<file path="config.mk">
export PLATFORM = sky130hd
export DESIGN_NAME = serial_add_ctrl
export DESIGN_NICKNAME = d
export VERILOG_FILES = /design/src/rtl/serial_add_pkg.sv /design/src/rtl/fa_bit_cell.sv /design/src/rtl/serial_add_ctrl.sv
export SDC_FILE = /design/constraint.sdc
export NUM_CORES = 1
export LEC_CHECK = 0
export ABC_AREA = 1
export BUFFER_PORTS_ARGS = -buffer_cell sky130_fd_sc_hd__buf_4
export CAP_MARGIN = 20
export CORE_MARGIN = 5
export CORE_UTILIZATION = 60
export CTS_CLUSTER_DIAMETER = 100
export DETAILED_ROUTE_END_ITERATION = 10
export GPL_TIMING_DRIVEN = 0
export PLACE_DENSITY_LB_ADDON = 0.1
export SLEW_MARGIN = 20
export SYNTH_ARGS = -nofsm -noshare
export SYNTH_HDL_FRONTEND = slang
export SYNTH_SLANG_ARGS = --single-unit
</file>
<file path="constraint.sdc">
create_clock -name clk -period 4.3 [get_ports clk]
set_input_delay 0.215 -clock clk [delete_from_list [all_inputs] [get_ports clk]]
set_output_delay 0.215 -clock clk [all_outputs]
set_load 0.05 [all_outputs]
</file>
<file path="src/rtl/serial_add_pkg.sv">
// Shared definitions for the bit-serial adder controller.
//   state_e      : controller FSM state type
//   DefaultWidth : default operand/result width in bits
package serial_add_pkg;

  localparam int unsigned DefaultWidth = 8;

  typedef enum logic [1:0] {
    StIdle  = 2'd0,
    StRun   = 2'd1,
    StDrain = 2'd2,
    StDone  = 2'd3
  } state_e;

endpackage

</file>
<file path="src/rtl/fa_bit_cell.sv">
// Registered 1-bit full adder cell.
//   clk, rst_n : clock, asynchronous active-low reset
//   a, b, c    : addend bits and carry-in
//   s, co      : registered sum and carry-out (cleared on reset)
module fa_bit_cell (
  input  logic clk,
  input  logic rst_n,
  input  logic a,
  input  logic b,
  input  logic c,
  output logic s,
  output logic co
);

  always_ff @(posedge clk or negedge rst_n) begin
    if (!rst_n) begin
      s  <= 1'b0;
      co <= 1'b0;
    end else begin
      s  <= a ^ b ^ c;
      co <= (a & b) | (a & c) | (b & c);
    end
  end

endmodule

</file>
<file path="src/rtl/serial_add_ctrl.sv">
// Bit-serial adder controller: computes {cout,sum} = a + b + cin, LSB first, through one
// registered full-adder cell. Result appears WIDTH+2 cycles after start is accepted.
//   clk, rst_n : clock, asynchronous active-low reset
//   start      : request, sampled only in idle
//   a, b, cin  : operands, captured when start is accepted
//   busy       : high while running or draining
//   done       : one-cycle pulse when sum/cout are updated
//   sum, cout  : result, held until the next result is produced
module serial_add_ctrl
  import serial_add_pkg::*;
#(
  parameter int unsigned WIDTH = DefaultWidth
) (
  input  logic             clk,
  input  logic             rst_n,
  input  logic             start,
  input  logic [WIDTH-1:0] a,
  input  logic [WIDTH-1:0] b,
  input  logic             cin,
  output logic             busy,
  output logic             done,
  output logic [WIDTH-1:0] sum,
  output logic             cout
);

  localparam int unsigned CntW = $clog2(WIDTH);
  localparam logic [CntW-1:0] LastCnt = CntW'(WIDTH - 1);

  state_e           state_q;
  logic [WIDTH-1:0] a_sh_q;
  logic [WIDTH-1:0] b_sh_q;
  logic [WIDTH-1:0] res_sh_q;
  logic [WIDTH-1:0] res_next;
  logic             cin_q;
  logic [CntW-1:0]  cnt_q;
  logic             cell_c;
  logic             cell_s;
  logic             cell_co;

  // Bit 0 takes the captured carry-in; later bits chain the cell's registered carry.
  assign cell_c   = (cnt_q == '0) ? cin_q : cell_co;
  // Cell output lags one cycle, so the bit shifted in here belongs to the previous RUN cycle.
  assign res_next = {cell_s, res_sh_q[WIDTH-1:1]};

  fa_bit_cell u_cell (
    .clk   (clk),
    .rst_n (rst_n),
    .a     (a_sh_q[0]),
    .b     (b_sh_q[0]),
    .c     (cell_c),
    .s     (cell_s),
    .co    (cell_co)
  );

  always_ff @(posedge clk or negedge rst_n) begin
    if (!rst_n) begin
      state_q  <= StIdle;
      a_sh_q   <= '0;
      b_sh_q   <= '0;
      res_sh_q <= '0;
      cin_q    <= 1'b0;
      cnt_q    <= '0;
      busy     <= 1'b0;
      done     <= 1'b0;
      sum      <= '0;
      cout     <= 1'b0;
    end else begin
      done <= 1'b0;
      unique case (state_q)
        StIdle: begin
          if (start) begin
            a_sh_q  <= a;
            b_sh_q  <= b;
            cin_q   <= cin;
            cnt_q   <= '0;
            busy    <= 1'b1;
            state_q <= StRun;
          end
        end
        StRun: begin
          a_sh_q <= {1'b0, a_sh_q[WIDTH-1:1]};
          b_sh_q <= {1'b0, b_sh_q[WIDTH-1:1]};
          if (cnt_q != '0) begin
            res_sh_q <= res_next;
          end
          if (cnt_q == LastCnt) begin
            state_q <= StDrain;
          end else begin
            cnt_q <= cnt_q + 1'b1;
          end
        end
        StDrain: begin
          // Last sum bit and its carry-out land here; publish the full result.
          res_sh_q <= res_next;
          sum      <= res_next;
          cout     <= cell_co;
          cnt_q    <= '0;
          busy     <= 1'b0;
          done     <= 1'b1;
          state_q  <= StDone;
        end
        StDone: begin
          state_q <= StIdle;
        end
        default: state_q <= StIdle;
      endcase
    end
  end

endmodule

</file>
# ---- After elaboration in Yosys (flattened, before gate mapping)
# Index checks and enable logic that the tools add are counted.
dict set report totals {
  register_bits 43
  in_bits 20
  out_inout_bits 11
  word_cells 57
}
dict set report op_classes {
  addsub 1
  eq_ne 8
  mux 16
  bitwise 7
  reduce_logical 13
}
# operator n
set op_table {}
lappend op_table {{$pmux 8 s2} 3}
lappend op_table {{$mux 8} 3}
lappend op_table {{$reduce_and 2->1} 5}
lappend op_table {{$pmux 3 s3} 1}
lappend op_table {{$ne 2x2->1 const B} 4}
lappend op_table {{$pmux 2 s4} 1}
lappend op_table {{$mux 3} 2}
lappend op_table {{$reduce_bool 2->1} 3}
lappend op_table {{$reduce_bool 3->1} 2}
lappend op_table {{$eq 2x2->1 const B} 2}
lappend op_table {{$mux 2} 2}
lappend op_table {{$add 3x1->3 const B} 1}
lappend op_table {{$and 1x1->1} 3}
lappend op_table {{$eq 3x3->1 const B} 1}
lappend op_table {{$logic_not 3->1} 1}
lappend op_table {{$mux 1} 3}
lappend op_table {{$reduce_and 3->1} 1}
lappend op_table {{$eq 2x1->1 const B} 1}
lappend op_table {{$logic_not 2->1} 1}
lappend op_table {{$or 1x1->1} 2}
lappend op_table {{$pmux 1 s2} 1}
lappend op_table {{$xor 1x1->1} 2}

# ---- Longest topological paths before layout
# Gate-level depths: netlist of the first run.
dict set report logic_depth {
  word_depth 5
  mapped_depth 8
  ltp_nobuf 7
}

# ---- Cells and area by module
# A second synthesis of the first run with hierarchy kept.
dict set report hier_totals {
  hier_cells 249
  area_unflattened_um2 1986.9
}
# module instances cells_each area_each_um2 seq_area_each_um2
set by_module_without_submodules {}
lappend by_module_without_submodules {serial_add_ctrl 1 246 1916.8 1001.0}
lappend by_module_without_submodules {fa_bit_cell 1 3 70.1 50.0}

# ---- Worst setup path after synthesis of the first run
# OpenSTA, ideal clock, no wires.
dict set report synth_timing {
  path_kind {reg-to-reg}
  start {reg cnt_q[0]}
  end {reg u_cell.s}
  setup_ns 0.114
  arrival_ns 1.285
  required_ns 4.186
  setup_slack_ns 2.901
  stages_incl_launch_ff 8
  path_buffers 0
  synth_period_minus_slack_ns 1.399
  path_cell_list {dfrtp_1 inv_1 ha_1 nand2_1 nand2_1 o21ai_0 fa_1 inv_1}
}
dict set report synth_between {
  elab_chain_len 3
}
# element line
set synth_lines {}
lappend synth_lines {{start, declared} serial_add_ctrl.sv:35} ;# logic [CntW-1:0] cnt_q;
lappend synth_lines {{start signal, assigned} serial_add_ctrl.sv:89} ;# cnt_q <= cnt_q + 1'b1;
lappend synth_lines {{$logic_not 3->1} serial_add_ctrl.sv:41} ;# assign cell_c = (cnt_q == '0) ? cin_q : cell_co;
lappend synth_lines {{$mux 1} serial_add_ctrl.sv:41}
lappend synth_lines {{$xor 1x1->1} fa_bit_cell.sv:20} ;# s <= a ^ b ^ c;
lappend synth_lines {{end signal, assigned} fa_bit_cell.sv:20}
lappend synth_lines {{end, declared} fa_bit_cell.sv:11} ;# output logic s,
# Every way passes these cells.
# A chain may end at the register's enable or synchronous reset.

# ---- Worst setup path after layout of the first run
dict set report layout_timing {
  start {reg state_q[1]}
  end {reg res_sh_q[3]}
}
dict set report layout_between {
  elab_chain_len 3
  word_cells_on_any_way 6
  classes_between {3 x eq/ne; 1 x mux; 2 x reduce/logical}
}
# element line
set layout_lines {}
lappend layout_lines {{start, declared} serial_add_ctrl.sv:29} ;# state_e state_q;
lappend layout_lines {{start signal, assigned} serial_add_ctrl.sv:57} ;# state_q <= StIdle;
lappend layout_lines {{start signal, assigned} serial_add_ctrl.sv:77} ;# state_q <= StRun;
lappend layout_lines {{start signal, assigned} serial_add_ctrl.sv:87} ;# state_q <= StDrain;
lappend layout_lines {{$eq 2x1->1 / $eq 2x2->1 (equally long branches)} serial_add_ctrl.sv:69} ;# unique case (state_q)
lappend layout_lines {{$ne 2x2->1 (no source line) / $reduce_bool 2->1 (equally long branches)} -}
lappend layout_lines {{$reduce_and 2->1 (no source line)} -}
lappend layout_lines {{end signal, assigned} serial_add_ctrl.sv:84} ;# res_sh_q <= res_next;
lappend layout_lines {{end signal, assigned} serial_add_ctrl.sv:94} ;# res_sh_q <= res_next;
lappend layout_lines {{end, declared} serial_add_ctrl.sv:32} ;# logic [WIDTH-1:0] res_sh_q;
# Parallel ways exist; a longest one is shown, timed or not.

==> results.toml, run 1 <==
[logic_synthesis]
yosys_warnings = 0
ys_ff_latch = 42
synth_area_leaders = "dfrtp_1 (53%), nand2_1 (25%), nand3_1 (7.3%)"
yosysTopAreaCell = "dfrtp_1"
synth_cell_types = 15
syn_nets = 279
ys_seq_area_share_pct = 52.8
synth.cell_area_mm2 = 0.00199
avgSynthCellArea_um2 = 7.93
synth_top_area_share_pct = 52.8
synth_cells = 251

[route]
first_pass_iters = 4
drc = 0
viasPerCell = 4.83
postRouteAntennaNets = 0
wl_per_cell_um = 11.3
vias = 1624
drtIter0Drc = 110
wirelength_um = 3800

[cts]
insertion_delay_ps = 360
clockBufferDepth = 2
cts_buffers = 5
cts_setup_buffers = 0
cts_tree = "done"
cts_root_buf = "clkbuf_4"
clkSinkCount = 42
htreeDepth = 2
ctsResizeCount = 0
path_clk_slew_ps = 140

[finish]
syn2layout_area_growth_pct = 17.8
diodes = 0
nNetsFinal = 317
final_common_cell = "nand2_1"
fin_cells = 336
final_cell_mix = "nand2_1 (130), dfrtp_1 (42), buf_4 (32)"
drive_above_1_share_pct = 17.6
layout.filler_cells = 284

[floorplanning]
die_w_um = 67.6
ios = 31
initial_core_util_pct = 60.6
rows = 21
die-area_mm2 = 0.00457
core_mm2 = 0.00328
dieHeight_um = 67.6

[timing]
fin_skew_ps = 14.0
min_period_ps = 1480
setup_tns_ps = 0
drv_slew = 0
final-hold-violation-count = 0
final-setup-viol-count = 0
slew_headroom_pct = 64.9
worstMarginPinSlew_ps = 526
rsz0062_at_grt = "false"
fin_crit_sh_pct = 34.5
max_freq_ghz = 0.673

[setup_path]
crit_path_end = "res_sh_q[3]"
end_kind = "flip-flop"
required_ps = 4620
start_kind = "flip-flop"
cp-startpoint = "state_q[1]"
arrival_ps = 1800
reg2reg_from = "state_q[1]"
path_class = "reg2reg"
rrSetupSlack_ps = 2820
timing.rr.end = "res_sh_q[3]"
worstPathMaxFanout = 8
ff2ff_path_depth = 6

[power]
internal_power_uw = 935
leakage_nw = 1.36
power.share.clock_pct = 11.5
power-per-cell-area_mw_per_mm2 = 761
switchingPower_uw = 847
switching_share_pct = 47.5
peakVddDrop_mv = 0.497
combPwrFrac_pct = 51.5
seqPwrFrac_pct = 37.1

[global_routing]
grt_pass1_vias = 1531
grt_max_degree = 43
antenna_found_initial = 0
grt_first_pass_wirelength_um = 6490
grt_usage_pct = 19.3
grt_overflow_total = 0

[placed_design]
hpwl_um = 2690
numPortBuffers = 30
dp.cells = 327
place_congestion = 0.758

[hold_path]
min_path_type = "in2reg"
min_path_cells = 3

[run_status]
outcome = "finished clean"

[job]
drv_cap = 0
==> area by class of cell <==
type	count	area, um^2	area share [%]
sequential	42	1050	44.8
multi-input combinational	181	815	34.8
timing repair buffer	31	235	10.0
inverter	20	75.1	3.20
tap	46	57.6	2.46
buffer	8	48.8	2.08
clock buffer	5	37.5	1.60
clock inverter	3	23.8	1.01
==> sequential cells by signal (all words and copies together), names as in the netlist, 2 cells and up <==
name,cells
a_sh_q,8
b_sh_q,8
sum,8
res_sh_q,7
cnt_q,3
state_q,2
==> kinds of logic after synthesis <==
logic type               count (synthesis)  synth area share (%)
buffers and inverters                   28                  6.23
adder cells (fa/ha/maj)                  8                  5.41
AND/OR/NAND/NOR                        166                  33.8
flip-flops                              42                  52.8
AO/OA/AOI/OAI                            7                  1.76
==> how the worst min path moves through the flow <==
| stage | startpoint | slack, ps | end |
|---|---|---|---|
| after detailed placement | rst_n | 230 | busy |
| final | a[7] | 60 | a_sh_q[7] |
| after global routing | a[7] | 50 | a_sh_q[7] |
| after floorplan | rst_n | -80 | a_sh_q[0] |
| after CTS | a[7] | 50 | a_sh_q[7] |
| after global placement | rst_n | 240 | cnt_q[1] |
==> power groups by stage <==
stage	registers, mW	clock network, mW	logic (mW)
final	0.661	0.205	0.917
after CTS	0.661	0.212	0.930
after global placement	0.664	0	0.899
after global routing	0.682	0.229	1.04
after detailed placement	0.669	0	0.924
after floorplan	0.803	0	0.546
==> synthesized netlist by cell type (all sizes together) <==
cell / n
nand2: 135
ha: 7
nor2: 2
fa: 1
clkbuf: 2
buf: 6
o21ai: 6
inv: 20
a21oi: 1
nand3: 29
dfrtp: 42
==> timing repair <==
item,CTS,global route
endpoints found under the hold margin,42,0
hold buffers,1,0
setup endpoints to repair,0,0
==> per-stage QoR <==
step | total power [mW] | cell area, um^2 | hold slack [ps] | setup WS [ps] | utilization [%]
after CTS | 1.80 | 2340 | 50.9 | 2810 | 71.4
after global routing | 1.95 | 2340 | 51.3 | 2670 | 71.4
after detailed placement | 1.59 | 2270 | 231 | 2830 | 69.2
after floorplan | 1.35 | 1990 | -80.6 | 2900 | -
after global placement | 1.56 | 2270 | 237 | 2850 | 69.2
final | 1.78 | 2340 | 64.8 | 2820 | 71.4
==> critical path, cell delays in order (launching register included) <==
cell and delay, ps:
dfrtp_1 440, inv_1 100, ha_1 240, nand3_1 290, nand2_2 240, nand2_1 80
nand2_1 60
==> routing by layer <==
layer	track usage [%]	wire, um	vias to the layer above
li1	-	-	852
met1	22.9	1650	729
met2	32.7	1880	36
met3	4.16	217	7
met4	9.87	55	0
met5	0	0	-
No activity file was read; power rests on OpenSTA's default activity.
==> run 2, diff against run 1 <==
- CORE_UTILIZATION: 60 -> 55
- clock period: 4.3 -> 1.52 ns (I/O delays scaled with it)
==> run 2 against run 1 <==
Compared with the run above: fmax grew 0.62%; setup slack lost 2800 ps; core utilization grew 3.0 points; largest cell class unchanged; critical path depth grew 1; global-route usage shrank 0.93 points; critical endpoint is now u_cell.s.
==> results.toml, run 2 (same netlist as run 1, synthesis figures left out) <==
[power]
switchingPower_mw = 2.47
power-per-cell-area_mw_per_mm2 = 2190
peakVddDrop_mv = 1.24
combPwrFrac_pct = 50.0
leakage_nw = 1.45
switching_share_pct = 44.4
power.share.clock_pct = 16.2
seqPwrFrac_pct = 33.8
internal_power_mw = 3.10

[cts]
cts_root_buf = "clkbuf_4"
cts_buffers = 5
clkSinkCount = 42
insertion_delay_ps = 360
clockBufferDepth = 2
cts_tree = "done"
htreeDepth = 2
path_clk_slew_ps = 130

[finish]
final_common_cell = "nand2_1"
drive_above_1_share_pct = 20.9
syn2layout_area_growth_pct = 27.6
fin_cells = 347
diodes = 0
largestRegisters = "a_sh_q x8, b_sh_q x8, sum x8"
final_area_mm2 = 0.00254
nNetsFinal = 328
final_cell_mix = "nand2_1 (129), dfrtp_1 (42), buf_4 (33)"

[setup_path]
cp-startpoint = "cnt_q[0]"
critPathBufInv = 2
path_class = "reg2reg"
end_kind = "flip-flop"
slowest_stage = "fa_1"
required_ps = 1780
crit_path_end = "u_cell.s"
reg2reg_from = "cnt_q[0]"
max_stage_delay_ps = 500
arrival_ps = 1740
cp_top_family = "adder cells"
start_kind = "flip-flop"
ff2ff_path_depth = 7
rrSetupSlack_ps = 40
worstPathMaxFanout = 4
path_cells = "inv_2 -> ha_4 -> nand2_2 -> nand2_1 -> o21ai_2 -> fa_1 -> inv_1"
timing.rr.end = "u_cell.s"
cp.depth = 7

[floorplanning]
rows = 21
ios = 31
die_w_um = 70.1
core_mm2 = 0.00342
initial_core_util_pct = 58.2
dieHeight_um = 70.1
die-area_mm2 = 0.00492

[placed_design]
hpwl_um = 2840
place_congestion = 0.751
place_area_mm2 = 0.00227
place_ws_ps = -14.5
numPortBuffers = 30
dp.cells = 327

[timing]
worstMarginPinSlew_ps = 519
fin_crit_sh_pct = 97.1
fin_skew_ps = 11.0
rsz0062_at_grt = "true"
fin_ws_ps = 44.1
final-hold-violation-count = 0
setup_tns_ps = 0
drv_slew = 0
max_freq_ghz = 0.678
slew_headroom_pct = 65.4
min_period_ps = 1480
hold_ws_ps = 0.119
final-setup-viol-count = 0

[global_routing]
grt_max_degree = 43
antenna_found_initial = 0
grt_first_pass_wirelength_um = 7200
grt_overflow_total = 0
grt_usage_pct = 18.4
grt_pass1_vias = 1660

[route]
postRouteAntennaNets = 0
vias = 1716
wl_per_cell_um = 11.9
drc = 0
first_pass_iters = 5
wirelength_um = 4140
drtIter0Drc = 69
viasPerCell = 4.95

[run_status]
outcome = "finished clean"

[hold_path]
min_path_type = "in2reg"
min_path_cells = 5

[job]
drv_cap = 0
## run 2: worst min-delay path by stage
| stage | to | startpoint | slack, ps |
|---|---|---|---|
| 2_1_floorplan | a_sh_q[0] | rst_n | -220 |
| 3_3_place_gp | cnt_q[1] | rst_n | 90 |
| 3_5_place_dp | busy | rst_n | 90 |
| 4_1_cts | a_sh_q[4] | a[4] | 1 |
| 5_1_grt | a_sh_q[3] | a[3] | 20 |
| 6_report | a_sh_q[4] | a[4] | 0.1 |
## run 2: what timing repair did
action | 4_1_cts | 5_1_grt
resized for setup | 1 | 17
endpoints found under the setup margin | 1 | 25
buffers inserted | 0 | 2
hold endpoints to repair | 51 | 0
hold buffers | 10 | 0
pin swaps | 0 | 4
## run 2: area by class of cell
class | count | area [um^2]
fillers | 283 | 877
clock buffers | 5 | 37.5
inverters | 20 | 75.1
well taps | 46 | 57.6
plain buffers | 8 | 60.1
flip-flops and latches | 42 | 1050
repair buffers | 42 | 340
multi-input cells | 181 | 848
clock inverters | 3 | 68.8
## run 2: worst register-to-register path: stages (launching register included)
cell and delay (ps):
dfrtp_1 450, inv_2 90, ha_4 130, nand2_2 50, nand2_1 70, o21ai_2 60
fa_1 500, inv_1 40
## run 2: layer usage
| layer | up-vias | GRT usage [%] | wire (um) |
|---|---|---|---|
| met5 | - | 0 | 0 |
| met2 | 48 | 31.1 | 2020 |
| met1 | 784 | 22.6 | 1820 |
| met3 | 12 | 4.30 | 221 |
| met4 | 0 | 7.23 | 73 |
| li1 | 872 | - | - |
## run 2: stage by stage
step / util (%) / power [mW]
3_5_place_dp: 66.5 / 4.53
2_1_floorplan: - / 3.82
6_report: 74.3 / 5.57
3_3_place_gp: 66.5 / 4.42
5_1_grt: 74.3 / 6.05
4_1_cts: 72.6 / 5.44
## run 2: power groups by stage
| stage | Sequential [mW] | Clock [mW] | Combinational (mW) |
|---|---|---|---|
| floorplan | 2.27 | 0 | 1.54 |
| global placement | 1.88 | 0 | 2.54 |
| CTS | 1.87 | 0.900 | 2.66 |
| detailed placement | 1.90 | 0 | 2.63 |
| global route | 1.94 | 0.951 | 3.16 |
| finish | 1.88 | 0.900 | 2.79 |
